$ cat config.mk
export PLATFORM = sky130hd
export DESIGN_NAME = d16_fetch
export DESIGN_NICKNAME = d
export VERILOG_FILES = /design/src/rtl/d16_fetch_pkg.sv /design/src/rtl/d16_fetch_skid.sv /design/src/rtl/d16_fetch.sv
export SDC_FILE = /design/constraint.sdc
export NUM_CORES = 1
export LEC_CHECK = 0
export ABC_AREA = 1
export BUFFER_PORTS_ARGS = -buffer_cell sky130_fd_sc_hd__clkbuf_2
export CORE_UTILIZATION = 40
export DETAILED_ROUTE_END_ITERATION = 8
export PLACE_DENSITY_LB_ADDON = 0.3
export SKIP_LAST_GASP = 1
export SLEW_MARGIN = 25
export SYNTH_ARGS = -nofsm -noshare
export SYNTH_HDL_FRONTEND = slang
export SYNTH_HIERARCHICAL = 1
export SYNTH_SLANG_ARGS = --single-unit
$ cat constraint.sdc
create_clock -name sys_clk -period 3.95 [get_ports sys_clk]
set_input_delay 0.79 -clock sys_clk [delete_from_list [all_inputs] [get_ports sys_clk]]
set_output_delay 0.79 -clock sys_clk [all_outputs]
set_load 0.02 [all_outputs]
$ cat src/rtl/d16_fetch_pkg.sv
// Shared constants and types for the d16 instruction fetch unit.
package d16_fetch_pkg;
  localparam logic [15:0] D16_RESET_PC = 16'h0000;

  typedef enum logic {S_WAIT = 1'b0, S_RUN = 1'b1} fetch_state_e;

  typedef struct packed {
    logic [15:0] data;
    logic [15:0] pc;
  } fetch_word_t;
endpackage

$ cat src/rtl/d16_fetch_skid.sv
// Two-entry fetch buffer: head (presented to decode) plus one skid entry.
module d16_fetch_skid
  import d16_fetch_pkg::*;
#(
  parameter logic [15:0] RESET_PC = D16_RESET_PC
) (
  input  logic        sys_clk,
  input  logic        sys_rst,
  input  logic        push_i,
  input  fetch_word_t push_word_i,
  input  logic        pop_i,
  input  logic        flush_i,
  output logic [1:0]  cnt_o,
  output fetch_word_t head_o
);
  fetch_word_t head_q, head_d, skid_q, skid_d;
  logic [1:0]  cnt_q, cnt_d, keep;

  always_comb begin
    head_d = head_q;
    skid_d = skid_q;
    cnt_d  = cnt_q;
    keep   = cnt_q - {1'b0, pop_i};
    if (flush_i) begin
      cnt_d = 2'd0;
    end else begin
      // skid slides into head on pop; a push lands in the first free slot
      if (pop_i) head_d = skid_q;
      if (push_i) begin
        if (keep == 2'd0) head_d = push_word_i;
        else              skid_d = push_word_i;
      end
      cnt_d = keep + {1'b0, push_i};
    end
  end

  always_ff @(posedge sys_clk or posedge sys_rst) begin
    if (sys_rst) begin
      head_q <= '{data: 16'h0000, pc: RESET_PC};
      skid_q <= '0;
      cnt_q  <= 2'd0;
    end else begin
      head_q <= head_d;
      skid_q <= skid_d;
      cnt_q  <= cnt_d;
    end
  end

  assign cnt_o  = cnt_q;
  assign head_o = head_q;
endmodule

$ cat src/rtl/d16_fetch.sv
// d16 instruction fetch: PC, memory read issue, redirect handling and
// valid/ready hand-off of instruction words to decode.
module d16_fetch
  import d16_fetch_pkg::*;
#(
  parameter logic [15:0] RESET_PC = D16_RESET_PC
) (
  input  logic        sys_clk,
  input  logic        sys_rst,
  input  logic        load,
  input  logic [15:0] mem_addr,
  output logic        im_re,
  output logic [15:0] im_addr,
  input  logic [15:0] im_data,
  output logic [15:0] ir,
  output logic [15:0] ir_pc,
  output logic        ir_valid,
  input  logic        ir_ready
);
  fetch_state_e state_q;
  logic [15:0]  fpc_q, fpc_d, ipc_q;
  logic         inflight_q;
  logic [1:0]   cnt;
  logic [2:0]   occ;
  fetch_word_t  head;
  logic         run, redirect, pop, issue, drop, push;

  assign run      = (state_q == S_RUN);
  assign redirect = run & load;
  assign ir_valid = (cnt != 2'd0);
  // the jump word itself is consumed by the redirect, not by a normal pop
  assign pop      = ir_valid & ir_ready & ~redirect;
  assign occ      = {1'b0, cnt} + {2'b0, inflight_q};
  assign issue    = run & (redirect | (occ < (3'd2 + {2'b0, pop})));
  // stale data returns in the redirect cycle itself, so it is dropped there
  assign drop     = redirect & inflight_q;
  assign push     = inflight_q & ~drop;

  assign im_re   = issue;
  assign im_addr = redirect ? mem_addr : fpc_q;

  always_comb begin
    fpc_d = fpc_q;
    if (redirect)   fpc_d = mem_addr + 16'd1;
    else if (issue) fpc_d = fpc_q + 16'd1;
  end

  always_ff @(posedge sys_clk or posedge sys_rst) begin
    if (sys_rst) begin
      state_q    <= S_WAIT;
      fpc_q      <= RESET_PC;
      ipc_q      <= RESET_PC;
      inflight_q <= 1'b0;
    end else begin
      case (state_q)
        S_WAIT:  state_q <= S_RUN;
        default: state_q <= S_RUN;
      endcase
      fpc_q      <= fpc_d;
      inflight_q <= issue;
      if (issue) ipc_q <= im_addr;
    end
  end

  d16_fetch_skid #(.RESET_PC(RESET_PC)) u_skid (
    .sys_clk     (sys_clk),
    .sys_rst     (sys_rst),
    .push_i      (push),
    .push_word_i ('{data: im_data, pc: ipc_q}),
    .pop_i       (pop),
    .flush_i     (redirect),
    .cnt_o       (cnt),
    .head_o      (head)
  );

  assign ir    = head.data;
  assign ir_pc = head.pc;
endmodule

==> Yosys cells after proc, flatten, opt, wreduce, memory -nomap -nowiden <==
Index checks and enable logic that the tools add are counted.
{ "op_classes": {"n_addsub": 6, "order_cmp": 1, "n_mux": 7, "n_bitwise": 10, "reduce_logical": 4} }
{ "ops": {"columns": ["op", "count"], "rows": [
  ["32-bit 2-to-1 mux", 3],
  ["16-bit 2-to-1 mux", 3],
  ["16-bit by 1-bit adder with 16-bit output, second input constant", 2],
  ["1-bit AND", 6],
  ["2-bit nonzero test", 2],
  ["2-bit by 1-bit adder with 3-bit output", 1],
  ["2-bit by 1-bit adder with 3-bit output, first input constant", 1],
  ["3-bit less-than comparator", 1],
  ["1-bit inverter", 3],
  ["3-bit AND reduction", 1],
  ["2-bit by 1-bit adder with 2-bit output", 1],
  ["2-bit zero test", 1],
  ["2-bit 2-to-1 mux", 1],
  ["2-bit by 1-bit subtractor with 2-bit output", 1],
  ["1-bit OR", 1]
]} }
{ "word_totals": {"reg_bits": 100, "inputBits": 36, "out_inout_bits": 50, "word_cells": 37} }

==> Depth between registers and ports, before layout <==
Gate-level depths: netlist of the first run.
{ "depth": {"word_depth": 9, "depth_mapped": 12, "ltp_nobuf": 11} }

==> Hierarchy <==
Netlist of the first run, hierarchy kept.
{ "by_module_without_submodules": {"columns": ["mod", "instances", "cells_each", "area_each_um2", "seq_area_each_um2"], "rows": [
  ["d16_fetch_skid", 1, 436, 3479.6, 1651.6],
  ["d16_fetch", 1, 302, 2070.7, 850.8]
]} }

==> Worst setup path before layout of the first run <==
OpenSTA, ideal clock, no wires.
{ "synth_timing": {"kind": "in2out", "start": "input load", "end": "output im_addr[15]", "t_arrival_ns": 1.540, "required_ns": 3.160, "slack_ns": 1.620, "path_stages": 6, "path_buffers": 1, "cell_sequence": "nand2_2 > buf_4 > inv_2 > or2_1 > o21ai_0 > inv_1"} }
{ "synth_between": {"elab_chain_len": 2} }
{ "synth_lines": {"columns": ["element", "line_no", "text"], "rows": [
  ["start: declaration", "d16_fetch.sv:10", "input logic load,"],
  ["1-bit AND", "d16_fetch.sv:29", "assign redirect = run & load;"],
  ["via redirect", "d16_fetch.sv:26", "logic run, redirect, pop, issue, drop, push;"],
  ["16-bit 2-to-1 mux", "d16_fetch.sv:40", "assign im_addr = redirect ? mem_addr : fpc_q;"],
  ["end: declaration", "d16_fetch.sv:13", "output logic [15:0] im_addr,"]
]} }
The timed path passes the listed nets, and every way through them passes these cells.

==> Worst setup path after layout of the first run <==
{ "layout_timing": {"start": "input load", "end": "output im_re"} }
{ "layout_between": {"elab_chain_len": 7} }
{ "layout_lines": {"columns": ["element", "line_no", "text"], "rows": [
  ["1-bit AND (*)", "d16_fetch.sv:29", null],
  ["1-bit inverter (no source line)", null, null],
  ["1-bit AND", "d16_fetch.sv:32", "assign pop = ir_valid & ir_ready & ~redirect;"],
  ["2-bit by 1-bit adder with 3-bit output", "d16_fetch.sv:34", "assign issue = run & (redirect | (occ < (3'd2 + {2'b0, pop})));"],
  ["3-bit less-than comparator", "d16_fetch.sv:34", null],
  ["1-bit OR (*)", "d16_fetch.sv:34", null],
  ["1-bit AND (*)", "d16_fetch.sv:34", null],
  ["end: declaration", "d16_fetch.sv:12", "output logic im_re,"]
]} }
Every way passes the cells marked *; elsewhere a longest branch is shown, timed or not.

==> impl_results.md, run 1 <==
- Outcome: completed
- Relative slew slack: 48.61%
- M3 GR Usage: 3.470%
- LEAKAGE: 3.376 nW
- CTS clk-pin slew, worst paths: 70 ps
- VDD IR max: 0.2505 mV
- CP Data Arrival Time: 2290 ps
- GPL Wtd Cong: 0.8306
- Vias in the first global route: 4476
- Post-CTS sizing: 0
- Cell accounting for the most synthesized area: dfrtp_1
- WP data required: 3160 ps
- GR Overflow Total: 0
- GR Util met1: 28.41%
- Crit start category: primary input
- # port buffers: 85
- Via-to-Cell Ratio: 4.960
- Setup slack, reg-to-reg: 1140 ps
- Max Clock Skew: 6.907 ps
- Total power: 5.398 mW
- HP Class: register to register
- Antenna Nets Post-Route: 0
- Latest clock arrival within the worst-skew pair: 350 ps
- Vias after detailed routing: 4886
- FMAX: 325.0 MHz
- Largest net degree at the start of global routing: 42
- Post-route DRC: 0
- Final period util: 77.89%
- Clock tree sinks: 100
- Die X: 119.8 um
- Worst-margin pin slew: 770.9 ps
- Drt pass-1 iters: 5
- CTS tree: built
- Syn Area/Cell: 7.521 um2
- Yosys warns: 6
- Ports: 86
- Routed length per instance: 13.44 um
- GRT busiest layer: met2
- Commonest non-fill, non-tap cell in the layout: nand2_1
- All-Layer GR Usage: 20.02%
- Die height: 119.8 um
- DIE AREA: 14350 um2
- Cells after Synth: 738
- Initial antenna violation count: 0
- Share of cells above drive strength 1: 23.86%
- Max-cap violation count: 0
- Placed Instances: 969
- # setup viols final: 0
- RSZ-0062 raised after global routing: false
- Share of the synthesized area in the top cell type: 45.09%
- Critical path fanouts, max: 31
- Syn_nets: 779
- Final worst path period need: 3077 ps
- TNS Setup: 0 ps
- Nets: 845
- Number of DRC markers in iteration 0: 332
- Final cell count without fillers: 985
- Antenna diodes: 0
- Synthesized area: 5550 um2
- Register bit count reported by yosys: 100
- Final Hold Fails: 0
- Number of post-CTS setup repair buffers: 0
- CTS max path bufs: 2
- Critical path class: primary input to output pin
- Row cnt: 42
- Hold Buf Count CTS: 0
- Final Slew Violations: 0
- H-tree depth: 3
- Initial Util: 41.42%
- First-pass GRT wire length: 22790 um
- Core Area: 13400 um2
- Met2 GRT Util: 30.92%
- Commonest cells after routing, fill and taps aside: nand2_1 (275), nand3_1 (135), dfrtp_1 (100)
- PD cells: 843.4 nW/um2
- Register area share after synthesis: 45.09%
- Inserted Clock Buffers: 9
- Ranking of synthesized cells by area: dfrtp_1 (45%), nand2_1 (19%), nand3_1 (12%), o21ai_2 (5.7%), inv_1 (2.9%)
- Dpl hpwl: 8829 um
- Post-synth cell types: 29
- Total wire length: 13240 um
- Root buf cell: clkbuf_16
- P&R area growth vs syn: 15.31%
- Worst Setup End Kind: output pin
==> registers in the layout, indices dropped and copies added (netlist names) <==
signal / flops
u_skid/head_o: 32
u_skid/skid_q: 32
fpc_q: 16
ipc_q: 16
u_skid/cnt_o: 2
inflight_q: 1
run: 1
==> layer usage <==
metal	wire, um	share of wire [%]	vias to the layer above
li1	-	-	2492
met5	0	0	-
met1	6104	46	2244
met3	766	5.8	11
met2	6206	47	139
met4	163	1.2	0
==> layout make-up <==
type / instances / area, um2
Clock buffer: 12 / 246.5
Timing Repair Buffer: 98 / 523.0
Sequential cell: 100 / 2502
Inverter: 74 / 305.3
Multi-Input combinational cell: 521 / 2482
Clock inverter: 4 / 120.1
Tap cell: 176 / 220.2
Fill cell: 1383 / 7000
==> per-stage QoR <==
step | setup slack (ps) | hold WS [ps] | utilization (%) | cell area [um2]
4_1_cts | 853.1 | 478.0 | 47.76 | 6400
5_1_grt | 664.3 | 500.4 | 47.76 | 6400
3_5_place_dp | 828.5 | 462.9 | 45.02 | 6033
2_1_floorplan | 1505 | 441.4 | - | 5550
3_3_place_gp | 851.2 | 455.5 | 45.02 | 6033
6_report | 873.4 | 477.1 | 47.76 | 6400
==> worst paths after layout <==
path | startpoint | depth (start not counted) | end
min reg2reg | fpc_q[15]$_DFFE_PP0P_ | 2 | fpc_q[15]$_DFFE_PP0P_
min in group asynchronous | sys_rst | 2 | u_skid/head_o[6]$_DFFE_PP0N_
max | load | 8 | im_re
max reg2reg | run$_DFF_PP0_ | 8 | u_skid/head_o[15]$_DFFE_PP0N_
min | fpc_q[15]$_DFFE_PP0P_ | 2 | fpc_q[15]$_DFFE_PP0P_
max in group asynchronous | sys_rst | 3 | u_skid/skid_q[15]$_DFFE_PP0P_
==> report_power, final <==
part	switching (mW)	total (mW)	internal, mW	leakage, nW
combinational	1.60	2.43	0.825	1.97
clock	0.390	1.09	0.702	0.177
sequential	0.354	1.88	1.52	1.23
==> cells in the mapped netlist (all sizes together) <==
master  number
nand2      278
nand3      139
dfrtp      100
o21ai       59
inv         51
buf         36
nor2        25
clkinv      23
clkbuf       7
ha           5
nand4        4
a31oi        3
or2          3
xor2         2
a21oi        1
conb         1
o211ai       1
==> cell families (layout without fill, tap and decap cells) <==
family	count (synthesis)	count (layout)	share of synthesized area (%)
and+or+nand+nor	449	449	34.81
buffers and inverters	117	188	10.28
DFF	100	100	45.09
AOI/OAI and AO/OA	64	64	8.318
adders and majority gates	5	5	1.127
xor gates and xnor gates	2	2	0.3157
other	1	1	0.06756
==> critical path, stage by stage <==
cell      delay, ps
clkbuf_2        290
nand2_2         160
buf_4           340
nand4_1         140
nand2_1          90
nand2_1          50
nand2_1         200
clkbuf_2        230
Power figures use the tool's default switching activity.
==> run 2, diff against run 1 <==
==> constraint.sdc (replaced) <==
create_clock -name sys_clk -period 2.99 [get_ports sys_clk]
set_input_delay 0.598 -clock sys_clk [delete_from_list [all_inputs] [get_ports sys_clk]]
set_output_delay 0.598 -clock sys_clk [all_outputs]
set_load 0.02 [all_outputs]
==> run 2 against run 1 <==
Compared with the run above: sequential share of layout area rose by 0.12 points; critical path type is now register to output pin; die area unchanged; design area fell by 0.31%; final cell count up 0.20%; largest power group unchanged; hold slack lost 140 ps; clock skew decreased by 1.6 ps; worst setup slack got worse by 370 ps; critical path depth fell by 1; clock power rose by 8%.
==> impl_results.md, run 2 (synthesis gave the netlist of run 1 again) <==
- Outcome: completed
- Worst-margin pin slew: 753.5 ps (-17.42 ps)
- Root buf cell: clkbuf_16
- Initial antenna violation count: 0 (unchanged)
- Latest clock arrival within the worst-skew pair: 350 ps (about the same)
- Final Slew Violations: 0 (unchanged)
- Final Hold Fails: 0 (unchanged)
- Worst Setup End Kind: output pin
- Post-Route M1 WL: 6290 um (+3.0%)
- Nets: 847 (+0.24%)
- Antenna diodes: 0 (unchanged)
- Post-route DRC: 0 (unchanged)
- Die X: 119.8 um (unchanged)
- HP Class: primary input to asynchronous set/reset pin
- Max Clock Skew: 5.298 ps (-1.609 ps)
- Comb pwr share: 47.2% (+2.2 points)
- Via-to-Cell Ratio: 4.949 (-0.22%)
- Max-cap violation count: 0 (unchanged)
- Antenna Nets Post-Route: 0 (unchanged)
- Vias after detailed routing: 4885 (-0.020%)
- VDD IR max: 0.5109 mV (+100%)
- Critical path class: register to output pin
- Pint: 3.800 mW (+25%)
- Number of DRC markers in iteration 0: 283 (-15%)
- CP Data Arrival Time: 1890 ps (-400 ps)
- Sw Share: 45.04% (+1.6 points)
- Sequential cell area: 2502 um2 (unchanged)
- Relative slew slack: 49.71% (+1.1 points)
- Dpl hpwl: 8656 um (-2.0%)
- Die height: 119.8 um (unchanged)
- Total wire length: 13110 um (-0.99%)
- Commonest non-fill, non-tap cell in the layout: nand2_1
- Flop pwr share: 35.7% (+0.9 points)
- TNS Setup: 0 ps (unchanged)
- Core Area: 13400 um2 (unchanged)
- CTS max path bufs: 2 (unchanged)
- Met2 WL: 5962 um (-3.9%)
- Vias in the first global route: 4544 (+1.5%)
- Highest routed layer: met4
- Share of cells above drive strength 1: 24.04% (+0.19 points)
- Critical path, cell by cell: nand2_2 -> inv_2 -> buf_4 -> or2_1 -> o21ai_0 -> inv_1 -> clkbuf_2
- GR Overflow Total: 0 (unchanged)
- DR WL met3: 681 um (-11%)
- Cell class contributing the biggest share of worst-path delay: buffers and inverters
- Net switching power: 3.114 mW (+33%)
- P&R area growth vs syn: 14.95%
- Clock tree sinks: 100 (unchanged)
- Drt pass-1 iters: 4 (-1)
- Inserted Clock Buffers: 9 (unchanged)
- Routed length per instance: 13.28 um (-1.2%)
- # setup viols final: 0 (unchanged)
- RSZ-0062 raised after global routing: false
- LEAKAGE: 3.355 nW (-0.60%)
- Ports: 86 (unchanged)
- Multi-input logic area: 2482 um2 (unchanged)
- Slowest cell on crit path: dfrtp_1
- CTS tree: built
- First-pass GRT wire length: 22490 um (-1.3%)
- Final worst path period need: 2491 ps
- All-Layer GR Usage: 19.69% (-0.33 points)
- Post-CTS sizing: 0 (unchanged)
- Slowest stage delay, CP: 400 ps (+60 ps)
- DIE AREA: 14350 um2 (unchanged)
- Largest net degree at the start of global routing: 42 (unchanged)
- Final hold slack: 333.0 ps (-144.1 ps)
- GPL Wtd Cong: 0.8475 (+2.0%)
- Clock network fraction of total power: 17.1% (-3.1 points)
- FMAX: 401.5 MHz
- H-tree depth: 3 (unchanged)
- Initial Util: 41.42% (unchanged)
- Critical path fanouts, max: 19 (-39%)
- CP bufs+invs: 4 (+1)
- WP data required: 2390 ps (-770 ps)
- PD cells: 1084 nW/um2 (+28%)
- Commonest cells after routing, fill and taps aside: nand2_1 (275), nand3_1 (135), dfrtp_1 (100)
- Row cnt: 42 (unchanged)
- Final period util: 83.31%
- Fillers: 1373 (-0.72%)
- CTS clk-pin slew, worst paths: 70 ps (about the same)
- Crit start category: register
- Hold Buf Count CTS: 0 (unchanged)
- # port buffers: 85 (unchanged)
- Number of post-CTS setup repair buffers: 0 (unchanged)
## run 2: changes by cell type in the layout (fill, tap and decap cells not counted), sizes merged
cell,delta
buf,+2
clkbuf,-1
bufinv,-3
clkinvlp,+3
inv,+1
## run 2: final cells by class
type,count,share of cell area [%]
tap,176,3.452
sequential,100,39.22
clock buffer,11,3.648
clock inverter,5,0.9610
timing repair buffer,100,9.021
multi-input combinational,521,38.91
inverter,74,4.785
## run 2: worst paths after layout
| check | startpoint | end | slack (ps) | cells after the start |
|---|---|---|---|---|
| min | sys_rst | fpc_q[9]$_DFFE_PP0P_ | 330 | 3 |
| max in group asynchronous | sys_rst | u_skid/skid_q[1]$_DFFE_PP0P_ | 2010 | 3 |
| max reg2reg | u_skid/cnt_o[1]$_DFF_PP0_ | u_skid/head_o[6]$_DFFE_PP0N_ | 720 | 9 |
| min reg2reg | u_skid/skid_q[19]$_DFFE_PP0P_ | u_skid/skid_q[19]$_DFFE_PP0P_ | 480 | 2 |
| max | run$_DFF_PP0_ | im_addr[15] | 500 | 7 |
| min in group sys_clk | im_data[9] | u_skid/skid_q[25]$_DFFE_PP0P_ | 460 | 3 |
## run 2: power groups by stage
stage	registers, mW	logic [mW]	clock network (mW)
floorplan	2.63	2.29	0
global placement	2.49	3.24	0
detailed placement	2.49	3.29	0
CTS	2.47	3.29	1.21
global route	2.56	3.71	1.26
finish	2.47	3.27	1.18
## run 2: through the flow
step                      cell area, um2  worst slack (ps)  cells  utilization (%)  total power, mW
after floorplan                     5550             737.2    738                -            4.927
after global placement              6086             538.6    971            45.42            5.733
after detailed placement            6086             480.2    971            45.42            5.776
after CTS                           6380             454.4    987            47.61            6.979
after global routing                6380             328.2    987            47.61            7.531
final                               6380             499.1    987            47.61            6.914
## run 2: worst min-delay path, cell delays in order
cell and delay (ps):
clkbuf_2 90, inv_1 50, buf_4 380
## run 2: routing by layer
metal	up-vias	global-route usage [%]
met5	-	0
met4	0	5.313
met3	14	4.183
met2	134	31.65
met1	2250	26.83
li1	2487	-
